$ cat src/rtl/ws2812_pkg.sv
// ws2812_pkg: shared state enum and default 10 MHz WS2812 timing constants
package ws2812_pkg;
  typedef enum logic {LATCH, SEND} state_e;
  localparam int DEF_T0H_CYC = 4;
  localparam int DEF_T1H_CYC = 8;
  localparam int DEF_BIT_CYC = 13;
  localparam int DEF_LATCH_CYC = 500;
  localparam int FRAME_BITS = 24;
endpackage

$ cat src/rtl/ws2812_if.sv
// ws2812_if: level0/1/2 (R/G/B) + enable from host; led_dout, busy, frame_done back from driver
interface ws2812_if;
  logic [7:0] level0, level1, level2;
  logic enable, led_dout, busy, frame_done;
  modport master(output level0, level1, level2, enable, input led_dout, busy, frame_done);
  modport slave(input level0, level1, level2, enable, output led_dout, busy, frame_done);
endinterface

$ cat src/rtl/ws2812_driver.sv
// ws2812_driver: GRB frame serializer; clk, reset (sync high), bus (ws2812_if.slave: levels/enable in, led_dout/busy/frame_done out)
module ws2812_driver
  import ws2812_pkg::*;
#(
  parameter int T0H_CYC = DEF_T0H_CYC,
  parameter int T1H_CYC = DEF_T1H_CYC,
  parameter int BIT_CYC = DEF_BIT_CYC,
  parameter int LATCH_CYC = DEF_LATCH_CYC
) (
  input logic clk,
  input logic reset,
  ws2812_if.slave bus
);
  localparam int CW = $clog2(((BIT_CYC > LATCH_CYC) ? BIT_CYC : LATCH_CYC) + 1);
  localparam logic [CW-1:0] LATCH_LAST = CW'(LATCH_CYC - 1);
  localparam logic [CW-1:0] BIT_LAST = CW'(BIT_CYC - 1);
  localparam logic [CW-1:0] T0H = CW'(T0H_CYC);
  localparam logic [CW-1:0] T1H = CW'(T1H_CYC);
  localparam logic [4:0] LAST_BIT = 5'(FRAME_BITS - 1);
  if (!(T0H_CYC > 0 && T0H_CYC < T1H_CYC && T1H_CYC < BIT_CYC && LATCH_CYC >= 1)) begin : g_bad_params
    $error("ws2812_driver: illegal timing parameters");
  end
  state_e state_q;
  logic [CW-1:0] cnt_q;
  logic [4:0] bit_q;
  logic [23:0] sr_q;
  logic led_q, done_q;
  logic latch_end, bit_end, frame_end;
  assign latch_end = state_q == LATCH && cnt_q == LATCH_LAST;
  assign bit_end = state_q == SEND && cnt_q == BIT_LAST;
  assign frame_end = bit_end && bit_q == LAST_BIT;
  always_ff @(posedge clk) begin
    if (reset) begin
      state_q <= LATCH;
      cnt_q <= '0;
      bit_q <= '0;
      sr_q <= '0;
      led_q <= 1'b0;
      done_q <= 1'b0;
    end else begin
      led_q <= state_q == SEND && cnt_q < (sr_q[23] ? T1H : T0H);
      done_q <= frame_end;
      if (state_q == LATCH) begin
        if (!latch_end) cnt_q <= cnt_q + 1'b1;
        else if (bus.enable) begin
          state_q <= SEND;
          cnt_q <= '0;
          bit_q <= '0;
          sr_q <= {bus.level1, bus.level0, bus.level2};
        end
      end else if (bit_end) begin
        cnt_q <= '0;
        sr_q <= sr_q << 1;
        bit_q <= frame_end ? '0 : bit_q + 1'b1;
        state_q <= frame_end ? LATCH : SEND;
      end else cnt_q <= cnt_q + 1'b1;
    end
  end
  assign bus.led_dout = led_q;
  assign bus.busy = state_q == SEND;
  assign bus.frame_done = done_q;
endmodule

$ cat src/flat_wrapper.sv
// flat-port wrapper written by rule: the top's interface ports become plain ports
module ws2812_driver_flat import ws2812_pkg::*;
#(
  parameter int T0H_CYC = DEF_T0H_CYC,
  parameter int T1H_CYC = DEF_T1H_CYC,
  parameter int BIT_CYC = DEF_BIT_CYC,
  parameter int LATCH_CYC = DEF_LATCH_CYC
)
  (clk, reset, bus_level0, bus_level1, bus_level2, bus_enable, bus_led_dout, bus_busy, bus_frame_done);
  ws2812_if bus_i ();
  input logic clk;
  input logic reset;
  input wire logic [$bits(bus_i.level0)-1:0] bus_level0;
  input wire logic [$bits(bus_i.level1)-1:0] bus_level1;
  input wire logic [$bits(bus_i.level2)-1:0] bus_level2;
  input wire logic [$bits(bus_i.enable)-1:0] bus_enable;
  output wire logic [$bits(bus_i.led_dout)-1:0] bus_led_dout;
  output wire logic [$bits(bus_i.busy)-1:0] bus_busy;
  output wire logic [$bits(bus_i.frame_done)-1:0] bus_frame_done;
  assign bus_i.level0 = bus_level0;
  assign bus_i.level1 = bus_level1;
  assign bus_i.level2 = bus_level2;
  assign bus_i.enable = bus_enable;
  assign bus_led_dout = bus_i.led_dout;
  assign bus_busy = bus_i.busy;
  assign bus_frame_done = bus_i.frame_done;
  ws2812_driver #(.T0H_CYC(T0H_CYC), .T1H_CYC(T1H_CYC), .BIT_CYC(BIT_CYC), .LATCH_CYC(LATCH_CYC)) u_core (.clk(clk), .reset(reset), .bus(bus_i));
endmodule
$ cat config.mk
export PLATFORM = sky130hd
export DESIGN_NAME = ws2812_driver_flat
export DESIGN_NICKNAME = d
export VERILOG_FILES = /design/src/rtl/ws2812_pkg.sv /design/src/rtl/ws2812_if.sv /design/src/rtl/ws2812_driver.sv /design/src/flat_wrapper.sv
export SDC_FILE = /design/constraint.sdc
export NUM_CORES = 1
export LEC_CHECK = 0
export CAP_MARGIN = 20
export CELL_PAD_IN_SITES_DETAIL_PLACEMENT = 0
export CELL_PAD_IN_SITES_GLOBAL_PLACEMENT = 1
export CORE_MARGIN = 10
export CORE_UTILIZATION = 41
export DETAILED_ROUTE_END_ITERATION = 8
export PLACE_DENSITY = 0.78
export SYNTH_ARGS = -nofsm -noshare
export SYNTH_HDL_FRONTEND = slang
export SYNTH_SLANG_ARGS = --single-unit
$ cat constraint.sdc
create_clock -name clk -period 2.69 [get_ports clk]
set_input_delay 0.538 -clock clk [delete_from_list [all_inputs] [get_ports clk]]
set_output_delay 0.538 -clock clk [all_outputs]
set_load 0.02 [all_outputs]
Word-level counts from Yosys, hierarchy flattened
Index checks and enable logic that the tools add are counted.
W data, S select, Z words.

storage, ports and cells
  register bits = 41
  input port bits = 27
  output and inout bits = 3
  word-level logic and storage cells = 41

cells by class
  $add $sub $neg = 2
  $lt $le $gt $ge = 1
  equality and inequality tests = 5
  mux-type cells = 19
  bitwise operators = 1
  reduce and logical (&&, ||, !) cells = 7

operator list
  cell                   count
  $mux W24               4
  $mux W9                4
  $mux W5                5
  $add A9 B1 Y9 const B  1
  $eq A9 B4 Y1 const B   1
  $eq A9 B9 Y1 const B   1
  $lt A9 B9 Y1           1
  $add A5 B1 Y5 const B  1
  $eq A5 B5 Y1 const B   1
  $mux W1                5
  $logic_and A1 B1 Y1    4
  $mux W4                1
  $reduce_bool A2 Y1     2
  $ne A3 B2 Y1 const B   1
  $reduce_and A3 Y1      1
  $ne A2 B2 Y1 const B   1
  $not A1 Y1             1

Longest topological paths before layout
Gate-level depths: netlist of the first run.

  depth after elaboration = 6
  depth in mapped cells = 8
  depth with buffers taken out = 6

Worst setup path before layout of the first run
OpenSTA, ideal clock, no wires.

  path kind = reg-to-reg
  start point = register u_core.cnt_q[0]
  end point = register u_core.bit_q[0]
  setup time = 0.087 ns
  arrival = 1.835 ns
  required time = 2.603 ns
  path slack = 0.768 ns
  cell stages (with the launch flop) = 8
  path buffers = 1
  period minus slack after synthesis = 1.922 ns
  cells stage by stage = dfxtp_1 inv_1 ha_1 and3_2 and4b_1 buf_2 or4b_2 o31ai_1

on the way
  longest elaborated chain between the ends = 6
  elaborated cells on any way between the ends = 11

ends and longest elaborated chain
  item                    line                 RTL
  start, declared         ws2812_driver.sv:24  logic [CW-1:0] cnt_q;
  start signal, assigned  ws2812_driver.sv:44  if (!latch_end) cnt_q <= cnt_q + 1'b1;
  start signal, assigned  ws2812_driver.sv:56  end else cnt_q <= cnt_q + 1'b1;
  $eq A9 B4 Y1            ws2812_driver.sv:30  assign bit_end = state_q == SEND && cnt_q == BIT_LAST;
  $logic_and A1 B1 Y1     ws2812_driver.sv:30
  $logic_and A1 B1 Y1     ws2812_driver.sv:31  assign frame_end = bit_end && bit_q == LAST_BIT;
  $mux W5                 ws2812_driver.sv:54  bit_q <= frame_end ? '0 : bit_q + 1'b1;
  $mux W5                 ws2812_driver.sv:51  end else if (bit_end) begin
  $mux W5                 ws2812_driver.sv:43  if (state_q == LATCH) begin
  end signal, assigned    ws2812_driver.sv:54
  end, declared           ws2812_driver.sv:25  logic [4:0] bit_q;

Parallel ways exist; a longest one is shown, timed or not. The select of a mux whose other input is x is not followed.
A chain may end at the register's enable or synchronous reset.

Worst setup path in the final report of the first run
  start point = register u_core.cnt_q[3]
  end point = register u_core.sr_q[16]

on the way
  longest elaborated chain between the ends = 4
  elaborated cells on any way between the ends = 7

ends and longest elaborated chain
  item                                                                 line                                      RTL
  $eq A9 B4 Y1 or $eq A9 B9 Y1 (tied branches)                         ws2812_driver.sv:30, ws2812_driver.sv:29
  $logic_and A1 B1 Y1, on equally long branches                        ws2812_driver.sv:30, ws2812_driver.sv:29
  $ne A2 B2 Y1 (no source line) or $reduce_bool A2 Y1 (tied branches)  -
  $reduce_and A3 Y1 (no source line) (*)                               -
  end signal, assigned                                                 ws2812_driver.sv:49                       sr_q <= {bus.level1, bus.level0, bus.level2};
  end signal, assigned                                                 ws2812_driver.sv:53                       sr_q <= sr_q << 1;
  end, declared                                                        ws2812_driver.sv:26                       logic [23:0] sr_q;

Mark *: on every way between the ends. The rest lies on a longest branch, timed or not.

==> results of run 1 <==
## final cells by class
type | instances | area share
Clock buffer | 6 | 0.03297
Clock inverter | 2 | 0.005495
Inverter | 6 | 0.008991
Multi-Input combinational cell | 151 | 0.4476
Sequential cell | 41 | 0.3277
Tap cell | 67 | 0.03347
Timing Repair Buffer | 35 | 0.1439
## metrics by stage
step	instances	area, um^2	power [mW]	worst slack (ns)
floorplan	216	2079	0.6612	0.7676
CTS	308	2505	1.139	0.5905
global placement	300	2409	0.7107	0.4832
detailed placement	300	2409	0.7103	0.4649
finish	308	2505	1.120	0.6095
global route	308	2505	1.164	0.5138
## worst max-delay path: stages, from the launching register on
cell and delay [ns]:
dfxtp_1 0.38, or3b_1 0.44, or3_1 0.47, a21oi_4 0.36, buf_12 0.22, a211oi_1 0.09
## layout by cell type (no fill, tap or decap), drive strengths merged, types with 2 or more instances in the layout
cell type	netlist	routed
nand3	7	7
a21oi	4	4
dfxtp	41	41
mux2i	23	23
nor4	3	3
and3	3	3
clkdlybuf4s50	0	29
buf	11	6
clkinv	0	2
nand2	2	2
clkbuf	7	6
o21ba	2	2
nor3	33	33
o21ai	4	4
or3	3	3
nand4	2	2
a211oi	24	24
inv	6	6
nand4b	2	2
or3b	3	3
xnor2	4	4
nand2b	6	6
and4b	2	2
nor2	7	7
ha	4	4
o221ai	2	2
## metal layers
layer / share of wire / GRT usage / up-vias
met5: 0 / 0 / -
met4: 0.0092 / 0.04308 / 0
met3: 0.041 / 0.02469 / 5
met2: 0.43 / 0.1581 / 30
met1: 0.52 / 0.1483 / 774
li1: - / - / 856
## state kept, by name, summed over array words and instances, names as in the netlist
signal,flops
u_core.bit_q,5
u_core.sr_q,24
u_core.bus.busy,1
u_core.bus.frame_done,1
u_core.bus.led_dout,1
u_core.cnt_q,9
## cells by family after synthesis
family / synth area share
fa+ha+maj: 0.02407
compound gates: 0.1619
buf+inv: 0.06919
flops: 0.3947
mux: 0.1107
simple gates: 0.2184
xor+xnor: 0.02106
## worst max-delay path by stage
stage,cells after the start,from,to,slack [ns]
2_1_floorplan,7,u_core.cnt_q[0]$_SDFFE_PP0P_,u_core.bit_q[0]$_SDFFE_PP0P_,0.77
3_3_place_gp,6,bus_enable,u_core.bit_q[0]$_SDFFE_PP0P_,0.48
3_5_place_dp,6,bus_enable,u_core.bit_q[0]$_SDFFE_PP0P_,0.46
4_1_cts,5,u_core.bus.busy$_SDFF_PP0_,u_core.sr_q[15]$_SDFFE_PP0P_,0.59
5_1_grt,5,u_core.bus.busy$_SDFF_PP0_,u_core.sr_q[13]$_SDFFE_PP0P_,0.51
6_report,5,u_core.cnt_q[3]$_SDFFE_PP0P_,u_core.sr_q[16]$_SDFFE_PP0P_,0.61
## power breakdown
part           switching [mW]  internal (mW)
logic                  0.0305         0.0501
clock network           0.217          0.208
registers             0.00504          0.610
total                   0.252          0.868
==> out/metrics.yaml, run 1 <==
status: "finished, final reports clean"
io_pins: 30
area_delta_synth_final_pct: 20.46
antenna_cells: 0
die_height_um: 91.22
fmax_mhz: 480.7
numClockSinks: 41
ys_types: 43
ir_worst_vdd_v: 0.0001892
cts.htree.levels: 2
slew_headroom: 0.7224
ys_ff_latch: 41
finalSetupTns_ns: 0
ctsHoldBuffers: 0
io_buffer_count: 29
synthCells: 216
yosys.cell_count.top_type: "dfxtp_1"
hold_path_startpoint: "u_core.bit_q[0]$_SDFFE_PP0P_"
gp_congestion: 0.7459
coreArea_um2: 4817
worstPathMaxFanout: 23
multi_input_area_um2: 1121
hold_path_class: "flip-flop to flip-flop"
clkTransAtPathRegs_ns: 0.08
cp-end-kind: "flip-flop"
hold_path_depth: 1
worstPathRequired_ns: 2.86
viasPerCell: 5.406
cp-start-kind: "flip-flop"
synth_top_cell_area_share: 0.3947
nets: 271
rsz0062_at_grt: "false"
slew_violations: 0
synth_common_cells: "dfxtp_1 (41), nor3_1 (33), mux2i_1 (23)"
vias: 1665
hold-path-endpoint: "u_core.bit_q[0]$_SDFFE_PP0P_"
overflow: 0
powerDensity_nw_per_um2: 447.3
final_util: 0.5200
start_util: 0.4317
fill_cells: 469
yosysSeqAreaShare: 0.3947
cts_tree: "done"
worstMarginPinSlew_ns: 0.4152
fin_crit_ns: 2.080
async_reset_ff_frac: 0
groute.usage.overall: 0.1079
clockRootBuffer: "clkbuf_8"
synth_flop_cell: "dfxtp_1"
cts-buffers-inserted: 5
timing.hold.ws_ns: 0.5067
clkLatencyLatePin_ns: 0.29
p_leak_nw: 0.7678
postCtsResizedCells: 0
r2r_start: "u_core.cnt_q[3]$_SDFFE_PP0P_"
synth_area_um2: 2079
maxCapViolations: 0
reg2regPathDepth: 5
fp.dieW_um: 91.22
drc: 0
final_hold_viol_count: 0
antenna_found_initial: 0
drt_iter0_drc: 69
firstDrtPassIters: 4
ys_warn_count: 0
clockBufferDepth: 2
fin_crit_sh: 0.7734
r2r-end: "u_core.sr_q[16]$_SDFFE_PP0P_"
die_area_um2: 8320
ant_nets: 0
synth_top_cell_by_area: "dfxtp_1"
fin_worst_skew_ns: 0.005251
synth_nets: 247
register_area_um2: 820.8
hpwl_um: 3050
rows: 25
drive_above_1_share: 0.1120
post_cts_buffers: 0
setup_viol_count_final: 0
grt_pass1_wl_um: 7679
grt_max_degree: 34
synth_area_leaders: "dfxtp_1 (39%), mux2i_1 (11%), nor3_1 (7.9%)"
grt_pass1_vias: 1631
synth_edf_count: 0
cp.arrival_ns: 2.25
ff2ff_setup_slack_ns: 0.61
avgSynthCellArea_um2: 9.627
wire_per_inst_um: 14.81
crit_type: "flip-flop to flip-flop"
drt_wl_total_um: 4561
Note: power is estimated with default switching activity, not from simulation.
==> inputs of run 2 (changes only) <==
--- a/config.mk
+++ b/config.mk
@@ -9,9 +9,9 @@
 export CELL_PAD_IN_SITES_DETAIL_PLACEMENT = 0
 export CELL_PAD_IN_SITES_GLOBAL_PLACEMENT = 1
 export CORE_MARGIN = 10
-export CORE_UTILIZATION = 41
+export CORE_UTILIZATION = 37
 export DETAILED_ROUTE_END_ITERATION = 8
-export PLACE_DENSITY = 0.78
+export PLACE_DENSITY = 0.74
 export SYNTH_ARGS = -nofsm -noshare
 export SYNTH_HDL_FRONTEND = slang
 export SYNTH_SLANG_ARGS = --single-unit
==> constraint.sdc (replaced) <==
create_clock -name clk -period 1.9 [get_ports clk]
set_input_delay 0.38 -clock clk [delete_from_list [all_inputs] [get_ports clk]]
set_output_delay 0.38 -clock clk [all_outputs]
set_load 0.02 [all_outputs]
==> run 2 against run 1 <==
Clock skew fell by 0.0034 ns. Flip-flop and latch count stayed put. Sequential power grew 41%. Global-route usage grew 0.30 points. Largest power group unchanged. Worst setup slack worse by 0.53 ns. Worst hold slack improved by 0.018 ns. Critical path depth did not move. First-iteration DRC count is 35% lower.
==> out/metrics.yaml, run 2 (synthesis results as in run 1) <==
fin_crit_ns: 1.819
drt_wl_total_um: 4865
setup_viol_count_final: 0
slowest_delay_ns: 0.44
final_cell_mix: "dfxtp_1 (40), nor3_1 (33), clkdlybuf4s50_1 (29)"
cp-end-kind: "flip-flop"
ant_nets: 0
final_hold_viol_count: 0
grt_max_degree: 28
start_util: 0.3800
cp_slowest_cell: "or3b_1"
io_buffer_count: 29
cp-start-kind: "flip-flop"
cts.htree.levels: 2
clockRootBuffer: "clkbuf_8"
die_height_um: 94.97
cts_tree: "done"
rsz0062_at_grt: "true"
fin_crit_sh: 0.9575
worstMarginPinSlew_ns: 0.4008
clockBufferDepth: 2
coreArea_um2: 5473
rows: 27
maxCapViolations: 0
wire_per_inst_um: 14.70
design_area_um2: 2740
drive_above_1_share: 0.1892
final_cells: 331
postPlaceCellArea_um2: 2581
firstDrtPassIters: 4
io_pins: 30
top_register: "u_core.sr_q"
groute.usage.overall: 0.1109
antenna_found_initial: 0
slew_violations: 0
worstPathMaxFanout: 21
fin_worst_skew_ns: 0.001895
final_util: 0.5007
drt_iter0_drc: 45
cp.arrival_ns: 2.00
hold_path_class: "flip-flop to flip-flop"
grt_pass1_vias: 1778
status: "finished, final reports clean"
top_regs: "u_core.sr_q x24, u_core.cnt_q x9, u_core.bit_q x5"
viasPerCell: 5.323
fp.dieW_um: 94.97
worstPathRequired_ns: 2.08
crit_chain: "or3b_1 -> or3_4 -> a21oi_4 -> buf_12 -> a211oi_1"
slew_headroom: 0.7328
antenna_cells: 0
fmax_mhz: 549.7
overflow: 0
placedCellCount: 322
die_area_um2: 9019
path_delay_family: "simple AND/OR/NAND/NOR gates"
crit_type: "flip-flop to flip-flop"
powerDensity_nw_per_um2: 635.8
vias: 1762
nets: 289
largest_register_ff_count: 24
mostFrequentLayoutCell: "dfxtp_1"
path_buf_inv: 1
cts-buffers-inserted: 5
clkTransAtPathRegs_ns: 0.08
drc: 0
numClockSinks: 41
ir_worst_vdd_v: 0.0002725
clkLatencyLatePin_ns: 0.29
grt_pass1_wl_um: 8231
p_leak_nw: 0.8909
hpwl_um: 3403
ctsHoldBuffers: 0
area_delta_synth_final_pct: 31.77
gp_congestion: 0.7421
## run 2: cell count changes in the layout (fill, tap and decap cells not counted), sizes merged
cell      delta
clkinv       -2
clkinvlp     +1
bufinv       +1
buf         +18
## run 2: where the power goes
part	switching, mW	internal (mW)
logic	0.0514	0.0825
clock network	0.313	0.427
registers	0.00393	0.864
## run 2: what timing repair did
item,CTS,global route
setup endpoints to repair,0,23
setup buffers,0,1
gates resized for setup,0,7
## run 2: path summary, 6_finish.rpt
path	to	start	cells after the start	slack (ns)
max	u_core.sr_q[17]$_SDFFE_PP0P_	u_core.cnt_q[8]$_SDFFE_PP0P_	5	0.08
min	u_core.bit_q[0]$_SDFFE_PP0P_	u_core.bit_q[0]$_SDFFE_PP0P_	1	0.52
max reg2reg	u_core.sr_q[17]$_SDFFE_PP0P_	u_core.cnt_q[8]$_SDFFE_PP0P_	5	0.08
min reg2reg	u_core.bit_q[0]$_SDFFE_PP0P_	u_core.bit_q[0]$_SDFFE_PP0P_	1	0.52
## run 2: metrics by stage
stage / TNS [ns] / power, mW / hold slack, ns / setup slack (ns)
2_1_floorplan: 0 / 0.9364 / 0.4638 / 0.01849
3_3_place_gp: -1.513 / 1.019 / 0.4934 / -0.08295
3_5_place_dp: -2.505 / 1.019 / 0.5047 / -0.1372
4_1_cts: 0 / 1.764 / 0.5140 / 0.02542
5_1_grt: 0 / 1.808 / 0.5665 / 0.002265
6_report: 0 / 1.742 / 0.5247 / 0.08073
## run 2: final cells by class
cell class	count	area, um^2
fillers	545	2733
multi-input cells	151	1145
flip-flops and latches	41	822.0
repair buffers	53	540.5
well taps	72	90.09
clock buffers	6	82.58
clock inverters	2	37.54
inverters	6	22.52
## run 2: per-layer routing
layer  vias up  track usage  routed length, um
li1        894            -                  -
met1       844       0.1359               2358
met2        22       0.1773               2267
met3         2      0.03727                197
met4         0      0.03865                 41
met5         -            0                  0
